===== src/rtl/trail_renderer.sv =====
// Motion-trail overlay: keeps a DEPTH-deep history of tracked tip positions and
// draws it per pixel as shrinking, fading square blocks, newest entry on top.
module trail_renderer #(
    parameter int          DEPTH      = 6,
    parameter int          BASE_SIZE  = 16,
    parameter int          SIZE_STEP  = 3,
    parameter int          MIN_SIZE   = 2,
    parameter logic [23:0] BASE_COLOR = 24'hFF_FF_FF,
    parameter int          DECIM      = 1
) (
    input  logic        clk_in,
    input  logic        rst_n_in,
    input  logic        nf_in,
    input  logic        clear_in,
    input  logic        valid_in,
    input  logic [10:0] hcount_in,
    input  logic [9:0]  vcount_in,
    input  logic [10:0] x_in,
    input  logic [9:0]  y_in,
    output logic [23:0] color_out,
    output logic        hit_out,
    output logic [3:0]  age_out
);

    localparam int                CNT_W    = (DECIM > 1) ? $clog2(DECIM) : 1;
    localparam logic [CNT_W-1:0] CNT_LAST = CNT_W'(DECIM - 1);

    function automatic logic [11:0] size_of(input int age);
        int raw;
        raw = BASE_SIZE - age * SIZE_STEP;
        return 12'((raw < MIN_SIZE) ? MIN_SIZE : raw);
    endfunction

    function automatic logic [23:0] color_of(input int age);
        logic [7:0] r;
        logic [7:0] g;
        logic [7:0] b;
        r = BASE_COLOR[23:16] >> age;
        g = BASE_COLOR[15:8] >> age;
        b = BASE_COLOR[7:0] >> age;
        return {r, g, b};
    endfunction

    logic [10:0]      x_r [DEPTH];
    logic [9:0]       y_r [DEPTH];
    logic [DEPTH-1:0] valid_r;
    logic [CNT_W-1:0] decim_cnt_r;
    logic             capture_s;
    logic [DEPTH-1:0] entry_hit_s;
    logic             hit_s;
    logic [3:0]       age_s;
    logic [23:0]      color_s;

    // Capture decision: clear always wins over a simultaneous new-frame pulse.
    always_comb begin
        capture_s = 1'b0;
        if (nf_in && !clear_in && (decim_cnt_r == '0)) begin
            capture_s = 1'b1;
        end else begin
            capture_s = 1'b0;
        end
    end

    // History shift register and decimation counter.
    always_ff @(posedge clk_in or negedge rst_n_in) begin
        if (!rst_n_in) begin
            for (int i = 0; i < DEPTH; i++) begin
                x_r[i] <= 11'd0;
                y_r[i] <= 10'd0;
            end
            valid_r     <= '0;
            decim_cnt_r <= '0;
        end else if (clear_in) begin
            valid_r     <= '0;
            decim_cnt_r <= '0;
        end else if (nf_in) begin
            if (decim_cnt_r == CNT_LAST) begin
                decim_cnt_r <= '0;
            end else begin
                decim_cnt_r <= decim_cnt_r + CNT_W'(1);
            end
            if (capture_s) begin
                x_r[0]  <= x_in;
                y_r[0]  <= y_in;
                valid_r <= {valid_r[DEPTH-2:0], valid_in};
                for (int i = 1; i < DEPTH; i++) begin
                    x_r[i] <= x_r[i-1];
                    y_r[i] <= y_r[i-1];
                end
            end
        end
    end

    // Bounds are widened to 12 bits so blocks near the right/bottom edge never wrap.
    for (genvar g = 0; g < DEPTH; g++) begin : g_entry
        localparam logic [11:0] SZ = size_of(g);
        logic [11:0] hx_s;
        logic [11:0] vy_s;
        logic [11:0] x0_s;
        logic [11:0] y0_s;
        assign hx_s = {1'b0, hcount_in};
        assign vy_s = {2'b00, vcount_in};
        assign x0_s = {1'b0, x_r[g]};
        assign y0_s = {2'b00, y_r[g]};
        assign entry_hit_s[g] = valid_r[g]
                              && (hx_s >= x0_s) && (hx_s < x0_s + SZ)
                              && (vy_s >= y0_s) && (vy_s < y0_s + SZ);
    end

    // Priority pick: walking from oldest to newest lets the lowest hitting age win.
    always_comb begin
        hit_s   = 1'b0;
        age_s   = 4'd0;
        color_s = 24'd0;
        for (int i = DEPTH - 1; i >= 0; i--) begin
            hit_s   = entry_hit_s[i] ? 1'b1        : hit_s;
            age_s   = entry_hit_s[i] ? 4'(i)       : age_s;
            color_s = entry_hit_s[i] ? color_of(i) : color_s;
        end
    end

    // Registered pixel outputs.
    always_ff @(posedge clk_in or negedge rst_n_in) begin
        if (!rst_n_in) begin
            color_out <= 24'd0;
            hit_out   <= 1'b0;
            age_out   <= 4'd0;
        end else begin
            color_out <= color_s;
            hit_out   <= hit_s;
            age_out   <= age_s;
        end
    end

endmodule

===== config.mk =====
export PLATFORM = sky130hd
export DESIGN_NAME = trail_renderer
export DESIGN_NICKNAME = d
export VERILOG_FILES = /design/src/rtl/trail_renderer.sv
export SDC_FILE = /design/constraint.sdc
export NUM_CORES = 1
export LEC_CHECK = 0
export ABC_AREA = 1
export ABC_CLOCK_PERIOD_IN_PS = 6000
export BUFFER_PORTS_ARGS = -buffer_cell sky130_fd_sc_hd__buf_4
export CORE_MARGIN = 1.5
export CORE_UTILIZATION = 65
export DETAILED_ROUTE_END_ITERATION = 7
export MAX_ROUTING_LAYER = met4
export PLACE_DENSITY_LB_ADDON = 0.2
export SETUP_SLACK_MARGIN = 0.3
export SLEW_MARGIN = 10
export SYNTH_ARGS = -nofsm -noshare
export SYNTH_HDL_FRONTEND = slang
export SYNTH_SLANG_ARGS = --single-unit

===== constraint.sdc =====
create_clock -name clk_in -period 6 [get_ports clk_in]
set_clock_uncertainty 0.15 [all_clocks]
set_input_delay 0.6 -clock clk_in [delete_from_list [all_inputs] [get_ports clk_in]]
set_output_delay 0.6 -clock clk_in [all_outputs]
set_load 0.03 [all_outputs]

======== Word-level counts from Yosys, hierarchy flattened ========
Cells that the tools add are included.
operators by class
  $add $sub $neg .......................... 13
  magnitude comparators ................... 24
  mux-type cells .......................... 25
  bitwise operators ....................... 2
  reduce and logical (&&, ||, !) cells .... 31
operators with widths
  kind                                            count
  less-than comparator 11 x 12 -> 1 bit           6
  greater-or-equal comparator 11 bit              6
  less-than comparator 10 x 11 -> 1 bit           6
  greater-or-equal comparator 10 bit              6
  logical AND 1 bit                               26
  adder 11 x 3 -> 12 bit (second input constant)  2
  adder 11 x 4 -> 12 bit (second input constant)  2
  2-to-1 mux 24 bit                               1
  2-to-1 mux 23 bit                               1
  adder 10 x 3 -> 11 bit (second input constant)  2
  adder 10 x 4 -> 11 bit (second input constant)  2
  2-to-1 mux 22 bit                               1
  2-to-1 mux 21 bit                               1
  2-to-1 mux 20 bit                               1
  2-to-1 mux 19 bit                               1
  2-to-1 mux 3 bit                                6
  2-to-1 mux 6 bit                                3
  adder 11 x 2 -> 12 bit (second input constant)  1
  adder 11 x 5 -> 12 bit (second input constant)  1
  adder 10 x 2 -> 11 bit (second input constant)  1
  adder 10 x 5 -> 11 bit (second input constant)  1
  2-to-1 mux 1 bit                                10
  nonzero test 2 bit                              2
  AND reduction 3 bit                             1
  4 further kinds                                 5
word-level totals
  register bits ........................... 161
  input port bits ......................... 47
  output and inout port bits .............. 29

======== Depth between registers and ports, before layout ========
  depth in word-level cells ............... 11
  gate-level depth with buffers ........... 19
  gate-level depth less buffers ........... 19

======== Worst setup path after synthesis ========
Ideal clock, no wire load.
  path kind ............................... register -> register
  start ................................... reg x_r (netlist bit g_entry[1].x0_s[0])
  end ..................................... reg age_out[2]
  library setup time ...................... 0.122 ns
  arrival time ............................ 2.309 ns
  required time ........................... 5.728 ns
  slack ................................... 3.418 ns
  cell stages (with the launch flop) ...... 18
  path through ............................ dfrtp_1 inv_1 o21ai_1 o21ai_0 nor3_1 nand2_1 xor2_1 ha_1 a21oi_1 inv_1 nand4_1 nand3_1 nor2_2 nand3_2 nor2_4 nor2_4 nand2_2 nor2_1
between the ends
  word-level cells in the longest chain between the ends .. 7
  elaborated cells on any way between the ends .. 9
ends and longest elaborated chain
  element                                                                       line  text
  start: declaration                                                            44    logic [10:0] x_r [DEPTH];
  start signal: indexed assignment                                              87    x_r[i] <= x_r[i-1];
  adder 11 x 4 -> 12 bit or greater-or-equal comparator 11 bit (tied branches)  106   && (hx_s >= x0_s) && (hx_s < x0_s + SZ)
  less-than comparator 11 x 12 -> 1 bit or logical AND 1 bit (tied branches)    106
  logical AND 1 bit *                                                           106
  logical AND 1 bit * (2 in a row)                                              107   && (vy_s >= y0_s) && (vy_s < y0_s + SZ);
  2-to-1 mux 3 bit * (2 in a row)                                               117   age_s = entry_hit_s[i] ? 4'(i) : age_s;
  net age_s[2]                                                                  51    logic [3:0] age_s;
  end signal: assignment                                                        131   age_out <= age_s;
  end: declaration                                                              22    output logic [3:0] age_out
Mark *: on every way through the listed nets, which the timed path passes. The rest lies on a longest branch.
A chain may end at the register's enable or synchronous reset.

======== Worst setup path after layout ========
Ends and elaborated chain as after synthesis.

==> impl_metrics.toml <==
[run_status]
status = "finished clean"

[min_path]
hold_path.class = "input port to asynchronous set/reset pin"

[cts]
cts-htree-levels = 4
clkSlewWorstSetupHoldPaths_ns = 0.06
root_buffer = "clkbuf_16"
holdBufCountCts = 0
clock_sinks = 141
cts_resized = 0
post_cts_buffers = 0
cts_tree = "done"
cts_made_buffers = 17
clk_latency_ns = 0.44
clockBufferDepth = 2

[power_and_ir_drop]
ir_drop_uv = 190
power_density_nw_per_um2 = 278
p_seq_frac = 0.328
p_comb_frac = 0.393
p_sw_w = 0.00152
cellLeakagePower_nw = 7.03
cellInternalPower_w = 0.00236
netSwitchingFraction = 0.391
clockPowerShare = 0.279

[route]
wl_um = 27900
drt_iter0_drc = 523
vias_per_cell = 5.59
drc = 0
wl_per_cell_um = 14.3
vias = 10880
ant_nets = 0
firstDrtPassIters = 5

[synthesis]
synth_edf_count = 0
synth_warnings = 0
ys_seq_area_frac = 0.278
yosysUniqueCellTypes = 46
ys.flop_type = "dfrtp_1"
avgSynthCellArea_um2 = 7.80
syn_area_um2 = 12700
ys_async_sr_fraction = 1.00
postSynthCellCount = 1629
synth_seq_cells = 141
synth_fp_nets = 1924

[timing]
fmax_mhz = 328
hold_ws_ns = 0.0544
setup_violations = 0
final_max_slew_viol_count = 0
final-hold-violation-count = 0
worst_slew_pin_slew_ns = 0.781
period_minus_slack_ns = 3.05
slew_headroom = 0.480
rsz0062_at_grt = "false"
fin_crit_sh = 0.509
tns_ns = 0

[global_route]
gr-usage-all-layers = 0.301
grt_max_degree = 170
grt_overflow = 0
grt_pass1_vias = 10871
antenna_found_initial = 0
grt_pass1_wl_um = 47700

[critical_path]
rr_endpoint = "age_out[2]"
crit_arrival_ns = 3.22
worstPathMaxFanout = 5
required_ns = 6.17
crit_end = "age_out[2]"
r2r-start = "g_entry[1].x0_s[0]"
crit_path_start_kind = "flop"
path_class = "flop to flop"
r2r_setup_slack_ns = 2.95
cp-startpoint = "g_entry[1].x0_s[0]"
cp-end-kind = "flop"
rr_worst_depth = 16

[floorplanning]
die_area_um2 = 20400
core_area_um2 = 19000
initial_core_util = 0.671
rows = 50
ioPinCount = 76
die_w_um = 143
die_h_um = 143

[layout]
fill_cells = 1532
drive_gt1_frac = 0.101
multi_input_area_um2 = 8170
seq_area_um2 = 3530
nNetsFinal = 1970
fin_util = 0.737
antenna_cells = 0
area_delta_synth_final_pct = 9.89

[placed_design]
port_buffers = 74
gp_congestion = 0.891
place_hpwl_um = 21000

[flow_run]
cap_violations = 0
layout make-up:
class / count / share of cell area
Sequential cell: 141 / 0.253
Clock inverter: 12 / 0.00958
Inverter: 202 / 0.0543
Timing Repair Buffer: 76 / 0.0420
Clock buffer: 20 / 0.0334
Multi-Input combinational cell: 1237 / 0.585
Tap cell: 260 / 0.0233
layer usage:
layer / share of wire / global-route usage / vias up
li1: - / - / 5514
met1: 0.44 / 0.346 / 5061
met2: 0.50 / 0.532 / 229
met3: 0.035 / 0.0389 / 76
met4: 0.030 / 0.124 / 0
met5: 0 / - / -
stage by stage:
step                cells  area [um2]  setup slack [ns]  power, W
floorplan            1629       12700              3.42   0.00239
global placement     1916       13400              3.16   0.00270
detailed placement   1916       13400              2.99   0.00279
CTS                  1948       14000              2.98   0.00389
global route         1948       14000              2.73   0.00421
finish               1948       14000              2.95   0.00388
power groups by stage:
| stage | Combinational [W] | Clock (W) | Sequential, W |
|---|---|---|---|
| 2_1_floorplan | 0.00114 | 0 | 0.00125 |
| 3_3_place_gp | 0.00142 | 0 | 0.00128 |
| 3_5_place_dp | 0.00151 | 0 | 0.00129 |
| 4_1_cts | 0.00153 | 0.00109 | 0.00127 |
| 5_1_grt | 0.00178 | 0.00113 | 0.00130 |
| 6_report | 0.00153 | 0.00108 | 0.00128 |
how the worst min path moves through the flow:
stage,from,end,depth (start not counted)
finish,rst_n_in,g_entry[0].x0_s[1],1
global route,rst_n_in,g_entry[0].x0_s[1],1
CTS,rst_n_in,g_entry[0].x0_s[1],1
detailed placement,g_entry[5].y0_s[8],g_entry[5].y0_s[8],2
global placement,g_entry[3].y0_s[1],g_entry[3].y0_s[1],2
floorplan,rst_n_in,age_out[0],0
synth_stat cells, drive strengths merged, types with 3 or more instances:
cell type / instances / area, um2
nor2: 139 / 584
ha: 248 / 3100
nor3: 29 / 210
o211ai: 4 / 30.0
a21oi: 117 / 612
nand3b: 13 / 97.6
o21a: 6 / 45.0
nand2: 341 / 1290
a211oi: 6 / 45.0
o21ai: 140 / 708
xor2: 73 / 639
buf: 23 / 165
o21bai: 4 / 30.0
nand4: 21 / 163
o2111ai: 4 / 35.0
nand3: 63 / 350
inv: 202 / 758
dfrtp: 141 / 3530
xnor2: 8 / 70.1
clkbuf: 26 / 97.6
nor4: 3 / 18.8
o22ai: 5 / 31.3
cells by family (layout without fill, tap and decap cells):
| family | after synthesis | in the layout | share of synthesized area |
|---|---|---|---|
| adder cells (fa/ha/maj) | 248 | 248 | 0.244 |
| buffers and inverters | 251 | 310 | 0.0803 |
| XOR/XNOR | 81 | 81 | 0.0558 |
| AO/OA/AOI/OAI | 291 | 291 | 0.124 |
| other | 1 | 1 | 0.000295 |
| multiplexers | 2 | 2 | 0.00177 |
| flip-flops | 141 | 141 | 0.278 |
| AND/OR/NAND/NOR | 614 | 614 | 0.216 |
state kept, by name, summed over array words and instances, names as in the netlist:
name and count:
g_entry.x0_s 66, g_entry.y0_s 60, color_out 6, valid_r 6, age_out 3
cells in the final DEF, fill, tap and decap left out, drive strengths merged, types with 6 or more instances in the layout:
cell / count
a211oi: 6
a21oi: 117
buf: 76
clkbuf: 20
dfrtp: 141
ha: 248
inv: 205
nand2: 341
nand3: 63
nand3b: 13
nand4: 21
nor2: 139
nor3: 29
o21a: 6
o21ai: 140
xnor2: 8
xor2: 73
critical path, cell delays in order (launching register included):
cell and delay, ns:
dfrtp_1 0.39, inv_1 0.08, o21ai_1 0.28, o21ai_0 0.18
nor3_1 0.30, xor2_1 0.18, ha_1 0.26, a21oi_1 0.17
o21ai_0 0.11, a21oi_1 0.17, nor2_1 0.08, nor2_2 0.12
nand3_2 0.09, nor2_4 0.16, nor2_4 0.08, nand2_2 0.08
nor2_1 0.04
Note: power is estimated with default switching activity, not from simulation.
